## src/rtl/mest_pro_pkg.sv

```systemverilog
// Shared definitions for the MESTPro instruction-side logic: opcodes,
// strobe-history encoding and instruction-register field layout.
package mest_pro_pkg;

  // Opcode encodings; every other code is a datapath op that simply advances the PC.
  localparam logic [3:0] OP_NOP  = 4'h0;
  localparam logic [3:0] OP_JMP  = 4'h1;
  localparam logic [3:0] OP_JZ   = 4'h2;
  localparam logic [3:0] OP_HALT = 4'hF;

  // IR layout: opcode in the top OPCODE_W bits, operand in the low ADDR_W bits.
  localparam int OPCODE_W   = 4;
  localparam int OPERAND_LSB = 0;

  // Most recent controller strobe seen.
  typedef enum logic [1:0] {
    LAST_NONE = 2'd0,
    LAST_F    = 2'd1,
    LAST_D    = 2'd2,
    LAST_E    = 2'd3
  } last_t;

endpackage

```

## src/rtl/mest_pro_seq_checker.sv

```systemverilog
// Tracks the previous controller strobe and raises a sticky error when the
// fetch -> decode -> execute ordering is broken or strobes overlap.
module mest_pro_seq_checker
  import mest_pro_pkg::*;
(
  input  logic clk,
  input  logic reset_n,
  input  logic fetch,
  input  logic decode,
  input  logic execute,
  output logic multi_strobe,
  output logic seq_err
);

  last_t last;
  logic  order_err;

  assign multi_strobe = (fetch & decode) | (fetch & execute) | (decode & execute);

  assign order_err = multi_strobe
                   | (decode  & (last != LAST_F))
                   | (execute & (last != LAST_D))
                   | (fetch   & (last != LAST_NONE) & (last != LAST_E));

  // Strobe history and sticky error flag; the error clears only on reset.
  always_ff @(posedge clk) begin
    if (!reset_n) begin
      last    <= LAST_NONE;
      seq_err <= 1'b0;
    end else begin
      // An overlapping cycle has no single meaningful strobe, so history restarts.
      if (multi_strobe)  last <= LAST_NONE;
      else if (fetch)    last <= LAST_F;
      else if (decode)   last <= LAST_D;
      else if (execute)  last <= LAST_E;
      else               last <= LAST_NONE;
      if (order_err) seq_err <= 1'b1;
    end
  end

endmodule

```

## src/rtl/mest_pro_fetch_unit.sv

```systemverilog
// Instruction-side responder: issues fetches, holds PC and IR, decodes the
// opcode for the controller and counts retired instructions.
module mest_pro_fetch_unit
  import mest_pro_pkg::*;
#(
  parameter int ADDR_W  = 8,
  parameter int INSTR_W = 16,
  parameter int CNT_W   = 16
) (
  input  logic               clk,
  input  logic               i_reset_n,
  input  logic               i_fetch,
  input  logic               i_decode,
  input  logic               i_execute,
  input  logic               i_zero_flag,
  input  logic               i_pc_load,
  input  logic [ADDR_W-1:0]  i_pc_load_addr,
  output logic               o_imem_rd,
  output logic [ADDR_W-1:0]  o_imem_addr,
  input  logic [INSTR_W-1:0] i_imem_rdata,
  output logic [3:0]         o_opcode,
  output logic [ADDR_W-1:0]  o_operand,
  output logic               o_exec_done,
  output logic               o_end_of_code,
  output logic [CNT_W-1:0]   o_retired,
  output logic               o_seq_err
);

  logic [ADDR_W-1:0]  pc;
  logic [INSTR_W-1:0] ir;
  logic [CNT_W-1:0]   retired;
  logic               multi_strobe;
  logic               idle;
  logic [ADDR_W-1:0]  pc_next_seq;
  logic [ADDR_W-1:0]  pc_exec;

  mest_pro_seq_checker u_seq_checker (
    .clk          (clk),
    .reset_n      (i_reset_n),
    .fetch        (i_fetch),
    .decode       (i_decode),
    .execute      (i_execute),
    .multi_strobe (multi_strobe),
    .seq_err      (o_seq_err)
  );

  assign idle        = ~(i_fetch | i_decode | i_execute);
  assign pc_next_seq = pc + ADDR_W'(1);

  assign o_imem_rd     = i_fetch & i_reset_n;
  assign o_imem_addr   = pc;
  assign o_opcode      = ir[INSTR_W-1 -: OPCODE_W];
  assign o_operand     = ir[OPERAND_LSB +: ADDR_W];
  assign o_exec_done   = i_execute & i_reset_n;
  assign o_end_of_code = i_execute & i_reset_n & (o_opcode == OP_HALT);
  assign o_retired     = retired;

  // Next PC at the end of EXECUTE, chosen by the opcode held in IR.
  always_comb begin
    pc_exec = pc_next_seq;
    case (o_opcode)
      OP_HALT: pc_exec = '0;
      OP_JMP:  pc_exec = o_operand;
      OP_JZ:   pc_exec = i_zero_flag ? o_operand : pc_next_seq;
      default: pc_exec = pc_next_seq;
    endcase
  end

  // PC, IR and retired-count update; overlapping strobes freeze all three.
  always_ff @(posedge clk) begin
    // NOTE: state registers use non-blocking assignments so every flop samples
    // pre-edge values regardless of statement order.
    if (!i_reset_n) begin
      pc      <= '0;
      ir      <= '0;
      retired <= '0;
    end else if (!multi_strobe) begin
      if (i_decode) ir <= i_imem_rdata;
      if (i_execute) begin
        pc <= pc_exec;
        if (retired != '1) retired <= retired + CNT_W'(1);
      end else if (idle && i_pc_load) begin
        pc <= i_pc_load_addr;
      end
    end
  end

endmodule

```

## config.mk

```make
export PLATFORM = sky130hd
export DESIGN_NAME = mest_pro_fetch_unit
export DESIGN_NICKNAME = d
export VERILOG_FILES = /design/src/rtl/mest_pro_pkg.sv /design/src/rtl/mest_pro_seq_checker.sv /design/src/rtl/mest_pro_fetch_unit.sv
export SDC_FILE = /design/constraint.sdc
export NUM_CORES = 1
export LEC_CHECK = 0
export CAP_MARGIN = 40
export CELL_PAD_IN_SITES_DETAIL_PLACEMENT = 2
export CELL_PAD_IN_SITES_GLOBAL_PLACEMENT = 2
export CORE_UTILIZATION = 25
export DETAILED_ROUTE_END_ITERATION = 10
export GPL_TIMING_DRIVEN = 0
export PLACE_DENSITY_LB_ADDON = 0.05
export SYNTH_ARGS = -nofsm -noshare
export SYNTH_HDL_FRONTEND = slang
export SYNTH_SLANG_ARGS = --single-unit
```

## constraint.sdc

```tcl
create_clock -name clk -period 1.9 [get_ports clk]
set_clock_uncertainty 0.05 [all_clocks]
set_input_delay 0.19 -clock clk [delete_from_list [all_inputs] [get_ports clk]]
set_output_delay 0.19 -clock clk [all_outputs]
set_load 0.02 [all_outputs]
```

Word level (Yosys, flattened, before mapping). Index checks and enable logic that the tools add are counted.

Bits in registers: 43. Output and inout bits: 40.

Reductions and logical operators: 8. Equality and inequality tests: 7. $add $sub $neg: 2. Muxes and demuxes: 7. Bitwise gates (word level): 20.

Operators with widths (count): $mux 8 (3); $pmux 8 s3 (1); $add 16x1->16 const B (1); $ne 16x16->1 const B (1); $and 1x1->1 (10); $add 8x1->8 const B (1); $or 1x1->1 (7); $eq 4x1->1 const B (1); $eq 4x2->1 const B (1); $eq 4x4->1 const B (1); $mux 2 (2); $ne 2x2->1 const B (2); $reduce_and 2->1 (2); $reduce_bool 2->1 (2); $not 1->1 (3); $reduce_and 3->1 (1); $reduce_or 3->1 (1); $ne 2x1->1 const B (1); $reduce_or 2->1 (1); $logic_and 1x1->1 (1); $mux 1 (1).

Longest topological paths before layout. Gate-level depths: netlist of run 1.

Word-level depth: 6. Gate-level depth with buffers: 6. Mapped depth without buffers: 5.

Hierarchy. Synthesis of run 1 repeated with hierarchy kept, for this count alone.

Cell total of the unflattened synthesis: 246. Area, all modules: 2008.2 sq um.

Modules (own cells, without submodules): mest_pro_fetch_unit (times used 1, area each 1848.0 sq um, cells each 230); mest_pro_seq_checker (times used 1, area each 160.2 sq um, cells each 16).

Least setup slack after synthesis of run 1. Ideal clock, no wire load.

Kind: reg-to-reg. Start: register retired[0] (netlist: o_retired[0]). End: register retired[12] (netlist: o_retired[12]). Path slack: 0.190 ns. Stages on the path, launching flop included: 6. Data arrival time: 1.589 ns. Library setup time: 0.071 ns. Buffers on the path: 0. Clock period less this slack: 1.710 ns. Cell sequence: dfxtp_1 -> ha_1 -> and2_1 -> nand4_2 -> or4_1 -> a21oi_1.

Cells in the longest elaborated chain, start to end: 2.

RTL lines: start, declared (line mest_pro_fetch_unit.sv:31) `logic [CNT_W-1:0] retired;`; start signal, assigned (line mest_pro_fetch_unit.sv:81) `if (retired != '1) retired <= retired + CNT_W'(1);`; parallel branches: the longest is 2 deep, another holds $add 16x1->16.

Several ways; the timed one is not identified. A chain may end at the register's enable or synchronous reset.

Worst setup path after layout of run 1.
Start: register retired[6] (netlist: o_retired[6]). End: register retired[13] (netlist: o_retired[13]).

The elaborated chain is that of the path after synthesis.

==> run summary, run 1 <==
CTS tree: yes
R2R depth: 4
Die Width: 92.4 µm
R2R Setup Slk: 0.08 ns
Leak: 1.01 nW
RSZ-0062 raised after global routing: yes
Routability cong.: 0.706
Site Rows: 32
Reg clk slew, reported paths: 0.08 ns
RR Endpoint: o_retired[13]$_SDFFE_PN0P_
Distinct cells, synth: 42
WHS Path Cells: 2
Crit start category: flop
DR WL/cell: 16.6 µm
Fin nets: 357
CP required: 2.06 ns
Total grt overflow: 0
Mean Syn Cell Area: 8.03 µm²
Post-Syn Area: 2040 µm²
Clock buffer depth: 2
Post-DP Area: 2800 µm²
Max-cap violations: 0
Yosys top cell by area: dfxtp_1
DR pass1 iterations: 4
Share of post-route cells with drive strength above 1: 0.0769
Reg2Reg Launch Point: o_retired[6]$_SDFFE_PN0P_
DR iter-0 viols: 21
Fraction of registers with async set/reset: 0
Hold Path Origin: i_fetch
Ys flop type: dfxtp_1
Crit path DAT: 1.98 ns
Period minus WS final: 1.82 ns
Die H: 92.4 µm
Pwr dens: 637 nW/µm²
Core ar.: 7810 µm²
Via density: 5.03
Total power: 1.88 mW
First-pass GRT wire length: 11.5 mm
Highest clock rate: 549 MHz
Mapped Cells: 254
Max Slew Vio Count: 0
Design area: 2950 µm²
Most area-consuming cells after synthesis: dfxtp_1 (38%), nand2_1 (8.8%), a21oi_1 (8.1%)
Final WL: 7.07 mm
CP max FO: 8
Root Buffer Master: clkbuf_8
Worst-Margin Slew: 0.805 ns
Synthesized net count: 287
I/O pins: 71
# hold bufs at CTS: 0
Drt drc: 0
Status: finished clean
Vias in the first global route: 2294
Die Area: 8530 µm²
H-tree levels: 2
Global-route usage over all layers: 0.174
Register area share after synthesis: 0.383
Via count: 2148
Final-report hold violation count: 0
Final Non-Filler Cells: 427
HP Class: in -> reg
Synth Register Bits: 39
CP endpoint kind: flop
Initial core utilization: 0.261
Sink Count: 39
Total number of yosys warnings: 0
Synth top area share: 0.383
Antenna-violating nets left: 0
Post-placement cell count: 419
Final setup vio count: 0
Port Buf Inserts: 63
Worst skew pair latency: 0.30 ns
Final period util: 0.958
CTS Buf Count: 5
N_diodes: 0
Slew margin rel.: 0.457
Hold Path Sink: u_seq_checker.last[1]$_SDFF_PP0_
Maximum VDD drop: 0.251 mV
Crit path kind: reg -> reg
Antenna violations before repair: 0
Area Overhead vs Synth: 44.3%
Detailed Place HPWL: 5.40 mm
Largest net degree at the start of global routing: 13
Number of synthesized flops with an enable pin: 0
==> cells in the final DEF, fill, tap and decap left out, types with 6 or more instances in the layout <==
master	count
a21oi_1	33
a221oi_1	6
clkbuf_1	8
clkbuf_8	7
clkdlybuf4s50_1	60
dfxtp_1	39
mux2i_1	9
nand2_1	48
nand2b_1	6
nand3_1	13
nor3_1	8
o21ai_0	11
==> layout make-up <==
cell class,count,area [µm²]
Tap cell,102,128
Buffer,14,80.1
Timing Repair Buffer,63,626
Multi-Input combinational cell,197,1200
Clock buffer,6,82.6
Clock inverter,2,35.0
Fill cell,889,4860
Inverter,4,15.0
Sequential cell,39,781
==> report_power, final <==
part	internal, mW	switching (mW)	total, mW
combinational	0.131	0.134	0.265
clock	0.425	0.317	0.742
sequential	0.840	0.0289	0.869
==> cell usage after synthesis (2+ instances only) <==
library cell	n
or3_1	2
nand3b_1	3
or2_2	2
and3_1	5
o31ai_1	4
and2_1	4
clkbuf_1	11
or4_1	4
o211ai_1	3
a21oi_1	33
xnor2_1	4
ha_1	2
nor3_1	8
mux2i_1	9
o311ai_0	2
nor2_1	4
a211oi_1	2
o21a_1	4
nand3_1	13
dfxtp_1	39
nand2_1	48
nand2b_1	6
a221oi_1	6
inv_1	4
o21ai_0	11
nand4_1	4
o41ai_1	2
==> worst max-delay path, cell delays in order, from the launching register on <==
cell and delay (ns):
dfxtp_1 0.41, and3_1 0.33, nand4_4 0.19, or4_1 0.54, a21oi_1 0.21
==> cells by family (layout without fill, tap and decap cells) <==
group | count (synthesis) | after routing | share of synthesized area
xor+xnor | 5 | 5 | 0.0215
buf+inv | 18 | 89 | 0.0392
flops | 39 | 39 | 0.383
simple gates | 109 | 109 | 0.281
compound gates | 72 | 72 | 0.219
mux | 9 | 9 | 0.0441
fa+ha+maj | 2 | 2 | 0.0123
==> metrics by stage <==
step	setup slack [ns]	utilization	TNS (ns)	hold WS [ns]
2_1_floorplan	0.190	-	0	0.276
3_3_place_gp	-0.709	0.358	-1.84	0.363
3_5_place_dp	-0.765	0.358	-2.51	0.361
4_1_cts	0.0250	0.375	0	0.0491
5_1_grt	-0.0234	0.377	-0.0234	0.0594
6_report	0.0789	0.377	0	0.0505
==> state kept, by name (all words and copies together), names as in the netlist <==
register	cells
o_retired	16
ir	12
o_imem_addr	8
u_seq_checker.last	2
u_seq_checker.seq_err	1
==> metal layers <==
metal  part of all wire  vias up  global-route usage  wire [µm]
li1                   -     1067                   -          -
met1               0.44     1041               0.207       3100
met2               0.52       32               0.314       3680
met5                  0        -                   0          0
met4              0.017        0              0.0638        121
met3              0.023        8              0.0263        163
==> worst max-delay path by stage <==
| stage | endpoint | start | slack (ns) |
|---|---|---|---|
| final | o_retired[13]$_SDFFE_PN0P_ | o_retired[6]$_SDFFE_PN0P_ | 0.08 |
| after global routing | o_imem_addr[5]$_SDFFE_PN0P_ | ir[13]$_SDFFE_PN0P_ | -0.02 |
| after CTS | o_retired[12]$_SDFFE_PN0P_ | o_retired[0]$_SDFFE_PN0P_ | 0.03 |
| after detailed placement | o_imem_rd | i_reset_n | -0.76 |
| after global placement | o_imem_rd | i_reset_n | -0.71 |
| after floorplan | o_retired[12]$_SDFFE_PN0P_ | o_retired[0]$_SDFFE_PN0P_ | 0.19 |
==> timing repair <==
action	in CTS	in global routing
buffers inserted	0	0
resized for setup	12	6
hold endpoints to repair	0	0
setup endpoints to repair	11	10
(Power assumes the default switching activity.)
==> run 2, diff against run 1 <==
--- a/config.mk
+++ b/config.mk
@@ -8,8 +8,9 @@
 export CAP_MARGIN = 40
 export CELL_PAD_IN_SITES_DETAIL_PLACEMENT = 2
 export CELL_PAD_IN_SITES_GLOBAL_PLACEMENT = 2
-export CORE_UTILIZATION = 25
+export CORE_UTILIZATION = 34
 export DETAILED_ROUTE_END_ITERATION = 10
+export DONT_BUFFER_PORTS = 1
 export GPL_TIMING_DRIVEN = 0
 export PLACE_DENSITY_LB_ADDON = 0.05
 export SYNTH_ARGS = -nofsm -noshare
==> run 2 against run 1 <==
  * Critical path depth did not move
  * Maximum frequency rose by 2.8%
  * Final area fell by 19%
  * Setup slack improved by 0.050 ns
  * Critical path type unchanged
==> run summary, run 2 (synthesis results as in run 1) <==
Status: finished clean
Port Buf Inserts: 0 (-100%)
Root Buffer Master: clkbuf_8
DR WL/cell: 19.6 µm (+19%)
Final period util: 0.932 (-0.0263)
Total grt overflow: 0 (unchanged)
Sink Count: 39 (unchanged)
Leak: 0.810 nW (-20%)
Post-DP Area: 2130 µm² (-24%)
Maximum VDD drop: 0.254 mV (+1.4%)
Worst skew pair latency: 0.29 ns (about the same)
Crit path kind: reg -> reg
Core ar.: 5640 µm² (-28%)
DR pass1 iterations: 4 (unchanged)
CTS tree: yes
CP required: 2.07 ns (about the same)
Initial core utilization: 0.362 (+0.100)
Post-layout util: 0.424 (+0.0468)
HP Class: in -> reg
Die H: 79.5 µm (-14%)
I/O pins: 71 (unchanged)
WHS Path Cells: 2 (unchanged)
Worst-Margin Slew: 0.832 ns (+0.0263 ns)
Site Rows: 27 (-16%)
N_diodes: 0 (unchanged)
CTS Buf Count: 5 (unchanged)
Crit start category: flop
Design area: 2390 µm² (-19%)
DR iter-0 viols: 43 (+100%)
CP endpoint kind: flop
Share of post-route cells with drive strength above 1: 0.128 (+0.0513)
Antenna violations before repair: 0 (unchanged)
Area Overhead vs Synth: 17.2%
Antenna-violating nets left: 0 (unchanged)
Commonest non-fill, non-tap cell in the layout: nand2_1
Final-report hold violation count: 0 (unchanged)
Pwr dens: 672 nW/µm² (+5.5%)
Final setup vio count: 0 (unchanged)
Detailed Place HPWL: 4.70 mm (-13%)
First-pass GRT wire length: 10.8 mm (-5.8%)
Via count: 2032 (-5.4%)
Largest net degree at the start of global routing: 11 (-2)
Max Slew Vio Count: 0 (unchanged)
Reg clk slew, reported paths: 0.07 ns (about the same)
Routability cong.: 0.772 (+9.5%)
H-tree levels: 2 (unchanged)
R2R depth: 4 (unchanged)
Vias in the first global route: 2157 (-6.0%)
Via density: 5.89 (+17%)
RSZ-0062 raised after global routing: no
Highest clock rate: 565 MHz (+2.8%)
Most frequent cells in the layout: nand2_1 (48), a21oi_1 (33), dfxtp_1 (25)
CP max FO: 8 (unchanged)
Slew margin rel.: 0.440 (-0.0177)
Global-route usage over all layers: 0.225 (+0.0509)
Max-cap violations: 0 (unchanged)
Min Hold Slack: 0.0525 ns (+0.00201 ns)
Die Width: 79.5 µm (-14%)
Fin nets: 307 (-14%)
Period minus WS final: 1.77 ns (-0.0501 ns)
Number of flip-flops in the largest register: 16 (unchanged)
Crit path DAT: 1.94 ns (-0.04 ns)
Final WL: 6.77 mm (-4.2%)
Clock buffer depth: 2 (unchanged)
Drt drc: 0 (unchanged)
Die Area: 6320 µm² (-26%)
[run 2: cell types whose count changed in the layout (fill, tap and decap cells not counted), sizes merged]
cell,previous run,this run
clkdlybuf4s50,60,0
clkbuf,17,15
buf,4,5
bufinv,1,0
dlygate4sd3,0,13
clkdlybuf4s15,1,0
dlygate4sd2,1,0
clkinv,1,0
[run 2: layout make-up]
type / instances / area, µm²
multi-input combinational: 197 / 1200
fill: 657 / 3250
buffer: 13 / 62.6
tap: 72 / 90.1
clock buffer: 6 / 72.6
sequential: 39 / 798
timing repair buffer: 14 / 150
inverter: 4 / 15.0
[run 2: final timing paths]
check	start	to	slack [ns]
worst max-delay path	o_retired[2]$_SDFFE_PN0P_	o_retired[11]$_SDFFE_PN0P_	0.13
worst min-delay path	i_fetch	u_seq_checker.last[1]$_SDFF_PP0_	0.05
worst max register to register	o_retired[2]$_SDFFE_PN0P_	o_retired[11]$_SDFFE_PN0P_	0.13
worst min register to register	o_retired[7]$_SDFFE_PN0P_	o_retired[7]$_SDFFE_PN0P_	0.48
[run 2: power breakdown]
group,leakage (nW),total [mW],switching [mW],internal [mW]
Combinational,0.449,0.172,0.0974,0.0748
Clock,0.0371,0.536,0.291,0.245
Sequential,0.324,0.899,0.0587,0.840
[run 2: what timing repair did]
action                     CTS  global route
hold endpoints to repair    13             0
setup buffers                0             1
resized for setup            6            17
hold buffers                13             0
pin swaps                    0             1
setup endpoints to repair   21            22
[run 2: metal layers]
layer | vias up | track usage | routed length, µm
met5 | - | 0 | 0
met4 | 0 | 0.0636 | 94
met3 | 12 | 0.0560 | 260
met2 | 42 | 0.425 | 3600
met1 | 1020 | 0.244 | 2810
li1 | 958 | - | -
[run 2: metrics by stage]
step | power [mW] | setup slack, ns | setup TNS (ns) | instances
2_1_floorplan | 1.02 | 0.190 | 0 | 254
6_report | 1.61 | 0.129 | 0 | 345
4_1_cts | 1.62 | 0.00938 | 0 | 345
5_1_grt | 1.68 | 0.000897 | 0 | 345
3_3_place_gp | 1.06 | -0.191 | -1.18 | 326
3_5_place_dp | 1.06 | -0.182 | -1.45 | 326
[run 2: worst max-delay path, cell delays in order, from the launching register on]
cell and delay (ns):
dfxtp_2 0.44, and3_1 0.33, nand4_4 0.19, or4_1 0.55
a21oi_1 0.15
==> run 3, diff against run 2 <==
--- a/config.mk
+++ b/config.mk
@@ -9,6 +9,7 @@
 export CELL_PAD_IN_SITES_DETAIL_PLACEMENT = 2
 export CELL_PAD_IN_SITES_GLOBAL_PLACEMENT = 2
 export CORE_UTILIZATION = 34
+export CTS_CLUSTER_SIZE = 10
 export DETAILED_ROUTE_END_ITERATION = 10
 export DONT_BUFFER_PORTS = 1
 export GPL_TIMING_DRIVEN = 0
==> results of run 3 <==
The final DEF is identical to that of run 2; final timing and power are the same.
